===== config.mk =====
export PLATFORM = sky130hd
export DESIGN_NAME = clk_gate_en_ctrl_flat
export DESIGN_NICKNAME = d
export VERILOG_FILES = /design/src/rtl/clk_gate_en_ctrl_if.sv /design/src/rtl/clk_gate_en_ctrl.sv /design/src/flat_wrapper.sv
export SDC_FILE = /design/constraint.sdc
export NUM_CORES = 1
export LEC_CHECK = 0
export BUFFER_PORTS_ARGS = -buffer_cell sky130_fd_sc_hd__buf_2
export CORE_MARGIN = 2
export CORE_UTILIZATION = 45
export CTS_CLUSTER_SIZE = 28
export DETAILED_ROUTE_END_ITERATION = 10
export HOLD_SLACK_MARGIN = 0.06
export PLACE_DENSITY = 0.77
export SYNTH_ARGS = -nofsm -noshare
export SYNTH_HDL_FRONTEND = slang
export SYNTH_SLANG_ARGS = --single-unit
export TNS_END_PERCENT = 100

===== constraint.sdc =====
create_clock -name forever_cpuclk -period 6.5 [get_ports forever_cpuclk]
set_input_delay 0.975 -clock forever_cpuclk [delete_from_list [all_inputs] [get_ports forever_cpuclk]]
set_output_delay 0.975 -clock forever_cpuclk [all_outputs]
set_load 0.02 [all_outputs]

===== src/rtl/clk_gate_en_ctrl_if.sv =====
// Clock-gate enable control interface.
// Groups the request/configuration inputs and the status outputs of
// clk_gate_en_ctrl. The master modport drives the requests and configuration.
// The slave modport is the controller.
//
// Handshake: all signals are levels. There is no valid/ready pulse pair.
// wake_req is raised by the requester and must be held until clk_ready=1,
// because clk_ready=1 is the only promise that the gated clock is toggling.
// busy_req and cfg_gate_dis are sampled every cycle. While either is 1,
// gating is blocked, or an active gate is ended.
interface clk_gate_en_ctrl_if;
  logic        busy_req;
  logic        wake_req;
  logic        cfg_gate_dis;
  logic [7:0]  cfg_idle_thresh;
  logic        external_en;
  logic        clk_ready;
  logic [1:0]  gate_state;
  logic [15:0] gated_cyc_cnt;

  modport master (
    output busy_req,
    output wake_req,
    output cfg_gate_dis,
    output cfg_idle_thresh,
    input  external_en,
    input  clk_ready,
    input  gate_state,
    input  gated_cyc_cnt
  );

  modport slave (
    input  busy_req,
    input  wake_req,
    input  cfg_gate_dis,
    input  cfg_idle_thresh,
    output external_en,
    output clk_ready,
    output gate_state,
    output gated_cyc_cnt
  );
endinterface


===== src/rtl/clk_gate_en_ctrl.sv =====
// clk_gate_en_ctrl: idle-driven clock gating controller.
// The controller counts idle cycles. When the count reaches the threshold,
// it drops the gated clock cell enable. Any busy, wake or disable request
// brings the clock back through a one-cycle WAKE state. That WAKE cycle
// covers the enable latch latency of the gated cell.
// Optional feature: define CLK_GATE_STAT_EN to build a saturating counter
// of cycles spent in GATED. Without the macro, gated_cyc_cnt reads 0.
// All outputs are flops. There is no combinational path from any input
// to any output.
module clk_gate_en_ctrl (
  input  logic                forever_cpuclk,
  input  logic                cpurst_b,
  clk_gate_en_ctrl_if.slave   bus
);

  typedef enum logic [1:0] {
    RUN   = 2'b00,
    IDLE  = 2'b01,
    GATED = 2'b10,
    WAKE  = 2'b11
  } gate_state_e;

  gate_state_e state;
  gate_state_e state_nxt;
  logic [7:0]  idle_cnt;
  logic        ext_en_q;
  logic        clk_rdy_q;
  logic        wake_cond;

  // Any of these ends idling or gating immediately.
  assign wake_cond = bus.busy_req | bus.wake_req | bus.cfg_gate_dis;

  // Next-state decode. In IDLE, a request has priority over a threshold hit.
  always_comb begin
    state_nxt = state;
    case (state)
      RUN:     if (!wake_cond) state_nxt = IDLE;
      IDLE: begin
        if (wake_cond)                            state_nxt = RUN;
        else if (idle_cnt >= bus.cfg_idle_thresh) state_nxt = GATED;
      end
      GATED:   if (wake_cond) state_nxt = WAKE;
      WAKE:    state_nxt = RUN;
      default: state_nxt = RUN;
    endcase
  end

  // FSM, idle counter and the enable/ready flops, all registered from next state.
  always_ff @(posedge forever_cpuclk or negedge cpurst_b) begin
    if (!cpurst_b) begin
      state     <= RUN;
      idle_cnt  <= 8'h00;
      ext_en_q  <= 1'b1;
      clk_rdy_q <= 1'b1;
    end else begin
      state     <= state_nxt;
      ext_en_q  <= (state_nxt != GATED);
      clk_rdy_q <= (state_nxt == RUN) || (state_nxt == IDLE);
      if (state == RUN) begin
        idle_cnt <= 8'h00;
      end else if (state == IDLE && state_nxt == IDLE && idle_cnt != 8'hFF) begin
        idle_cnt <= idle_cnt + 8'd1;
      end
    end
  end

  assign bus.external_en = ext_en_q;
  assign bus.clk_ready   = clk_rdy_q;
  assign bus.gate_state  = state;

`ifdef CLK_GATE_STAT_EN
  logic [15:0] stat_cnt;

  // Saturating count of cycles spent in GATED. Only reset clears it.
  always_ff @(posedge forever_cpuclk or negedge cpurst_b) begin
    if (!cpurst_b) begin
      stat_cnt <= 16'h0000;
    end else if (state == GATED && stat_cnt != 16'hFFFF) begin
      stat_cnt <= stat_cnt + 16'd1;
    end
  end

  assign bus.gated_cyc_cnt = stat_cnt;
`else
  assign bus.gated_cyc_cnt = 16'h0000;
`endif

endmodule


===== src/flat_wrapper.sv =====
// flat-port wrapper written by rule: the top's interface ports become plain ports
module clk_gate_en_ctrl_flat 
  (forever_cpuclk, cpurst_b, bus_busy_req, bus_wake_req, bus_cfg_gate_dis, bus_cfg_idle_thresh, bus_external_en, bus_clk_ready, bus_gate_state, bus_gated_cyc_cnt);
  clk_gate_en_ctrl_if bus_i ();
  input  logic forever_cpuclk;
  input  logic cpurst_b;
  input wire logic [$bits(bus_i.busy_req)-1:0] bus_busy_req;
  input wire logic [$bits(bus_i.wake_req)-1:0] bus_wake_req;
  input wire logic [$bits(bus_i.cfg_gate_dis)-1:0] bus_cfg_gate_dis;
  input wire logic [$bits(bus_i.cfg_idle_thresh)-1:0] bus_cfg_idle_thresh;
  output wire logic [$bits(bus_i.external_en)-1:0] bus_external_en;
  output wire logic [$bits(bus_i.clk_ready)-1:0] bus_clk_ready;
  output wire logic [$bits(bus_i.gate_state)-1:0] bus_gate_state;
  output wire logic [$bits(bus_i.gated_cyc_cnt)-1:0] bus_gated_cyc_cnt;
  assign bus_i.busy_req = bus_busy_req;
  assign bus_i.wake_req = bus_wake_req;
  assign bus_i.cfg_gate_dis = bus_cfg_gate_dis;
  assign bus_i.cfg_idle_thresh = bus_cfg_idle_thresh;
  assign bus_external_en = bus_i.external_en;
  assign bus_clk_ready = bus_i.clk_ready;
  assign bus_gate_state = bus_i.gate_state;
  assign bus_gated_cyc_cnt = bus_i.gated_cyc_cnt;
  clk_gate_en_ctrl u_core (.forever_cpuclk(forever_cpuclk), .cpurst_b(cpurst_b), .bus(bus_i));
endmodule

==> out/results.txt <==
Die Width: 49.9 um
Commonest cells post-synth: buf_4, dfrtp_1, inv_1, a21oi_1, ha_1
adder-cell share of the synthesized area: 0.119
share of cells above drive strength 1: 0.224
status: completed
mapped cell area: 948 um^2
TritonRoute pass-1 iters: 4
number of global-route vias before repair: 693
Synth-to-Final Area Change: 6.33%
postcts setup bufs: 0
clock buffer depth: 2
leading area contributor after synthesis: dfrtp_1
nets@finish: 148
Critical Path Start Type: primary input
post-route ant nets: 0
Initial Utilization: 0.479
top_reg_cell synth: dfrtp_1
num ports: 33
Vias/cell: 5.14
Clk Latency, worst-skew pair: 270 ps
share of the synthesized area in the top cell type: 0.264
post-synthesis cell type count: 33
CP Max Fanout: 11
simple logic cell fraction of the synthesized area: 0.187
register area share after synthesis: 0.319
die area: 2490 um^2
Sink Count: 12
global-route wire length before repair: 3030 um
Routed WL per cell: 11.5 um
Die Y: 49.9 um
min-delay worst type: primary input to async pin
cells after synthesis: 108
Clock Skews: 7.52 ps
unrepaired setup endpoints after global routing: false
Pwr Total: 0.147 mW
CTS tree: yes
mux cell area share after synthesis: 0.0106
top-count cell post-synth: buf_4
CTS buffer count: 3
CTS resizes: 0
Slew Limit Fails: 0
CTS H-Tree Depth: 1
Final Hold Viols: 0
gr usage total: 0.156
post-route minimum period: 2620 ps
Fmax achieved: 381 MHz
CTS Hold Bufs: 0
Setup-failing EPs final: 0
cell area power density: 145 nW/um^2
# port buffers: 16
register bit total from synthesis: 12
clk slew on worst S/H paths: 90 ps
diode count: 0
utilization after layout: 0.509
r2r startpoint: u_core.idle_cnt[2]
# rows: 16
Max VDD drop: 0.0000998 V
# fillers: 200
Post-DP HPWL: 1430 um
vias after detailed routing: 781
crit path launch: bus_cfg_idle_thresh[1]
Syn Area/Cell: 8.78 um^2
Slew headroom: 0.528
critical path arrival: 2820 ps
setup TNS: 0 ps
initial antenna violation count: 0
Slew @ Worst Pin: 703 ps
nature of the critical path endpoint: flop
Post-synth ARST share: 1.00
Yosys warnings: 0
Final GP Congestion: 0.773
complex-gate fraction of the synthesized area: 0.177
Tcrit/Tclk final: 0.403
DRC: 0
1st-iter DRT viols: 12
Post-Synth XOR/XNOR Area: 0
final WL: 1750 um
Critical Path RT: 6700 ps
core area: 1980 um^2
largest net degree at the start of global routing: 13
Post-synth EDFFs: 0
CTS root buffer: clkbuf_4
top cells by area, synth: dfrtp_1, buf_4, ha_1
grt total ovfl: 0
max cap viols: 0
main combinational cell family by area after synthesis: simple AND/OR/NAND/NOR gates
Fin Hold WS: 559 ps
Pleak: 0.496 nW
type of the worst setup path: primary input to flop
==> registers in the layout, indices dropped and copies added, names as in the netlist <==
register / cells
u_core.bus.gate_state: 2
u_core.bus.external_en: 1
u_core.idle_cnt: 8
u_core.bus.clk_ready: 1
==> metal layers <==
metal,global-route usage,share of wire,vias up,wire (um)
li1,-,-,389,-
met1,0.208,0.42,367,733
met2,0.256,0.52,25,908
met3,0.0242,0.063,0,110
met4,0.0509,0,0,0
met5,0,0,-,0
==> metrics by stage <==
stage	std cells	instance area [um^2]	worst slack [ps]
6_report	152	1010	3880
5_1_grt	152	1010	3770
4_1_cts	152	1010	3880
3_5_place_dp	148	982	3600
3_3_place_gp	148	982	3660
2_1_floorplan	123	1000	3740
==> layout by cell type (no fill, tap or decap), drive strengths merged <==
| cell type | n |
|---|---|
| conb | 16 |
| buf | 16 |
| inv | 10 |
| dfrtp | 10 |
| a21oi | 10 |
| ha | 9 |
| nand3 | 8 |
| nand2 | 5 |
| nor2 | 5 |
| o21ai | 4 |
| o31ai | 4 |
| or4 | 4 |
| clkbuf | 4 |
| or2 | 2 |
| o41ai | 2 |
| nand4b | 2 |
| dfstp | 2 |
| nor3 | 1 |
| nor2b | 1 |
| or3 | 1 |
| o21a | 1 |
| nand2b | 1 |
| a21o | 1 |
| o31a | 1 |
| o22ai | 1 |
| a21bo | 1 |
| nand4 | 1 |
| mux2i | 1 |
| and3 | 1 |
==> layout make-up <==
type | count | area (um^2) | share of cell area
multi-input combinational | 83 | 528 | 0.524
sequential | 12 | 303 | 0.300
timing repair buffer | 16 | 80.1 | 0.0794
inverter | 10 | 37.5 | 0.0372
tap | 27 | 33.8 | 0.0335
clock buffer | 4 | 26.3 | 0.0261
==> where the power goes <==
group	internal, mW	total [mW]	switching (mW)
clock	0.0237	0.0505	0.0268
sequential	0.0750	0.0753	0.000316
combinational	0.00569	0.0208	0.0152
total	0.104	0.147	0.0422
==> logic make-up (layout without fill, tap and decap cells) <==
logic type	count (synthesis)	in the layout
compound gates	25	25
buf+inv	28	30
other cells	1	16
fa+ha+maj	9	9
simple gates	32	32
mux	1	1
flops	12	12
==> critical path, stage by stage <==
cell	delay (ps)
buf_2	80
inv_1	30
ha_1	190
or4_4	530
a21oi_2	150
o31ai_2	170
or4_1	540
a21oi_1	150
==> worst paths after layout <==
path | endpoint | slack, ps | depth (start not counted)
setup / recovery | u_core.idle_cnt[3] | 3880 | 8
hold / removal | u_core.idle_cnt[4] | 560 | 1
setup reg to reg | u_core.idle_cnt[3] | 4200 | 6
min in group forever_cpuclk | u_core.bus.gate_state[0] | 570 | 1
hold reg to reg | u_core.bus.gate_state[0] | 570 | 1
max in group asynchronous | u_core.bus.clk_ready | 5660 | 1
(Power assumes the default switching activity.)
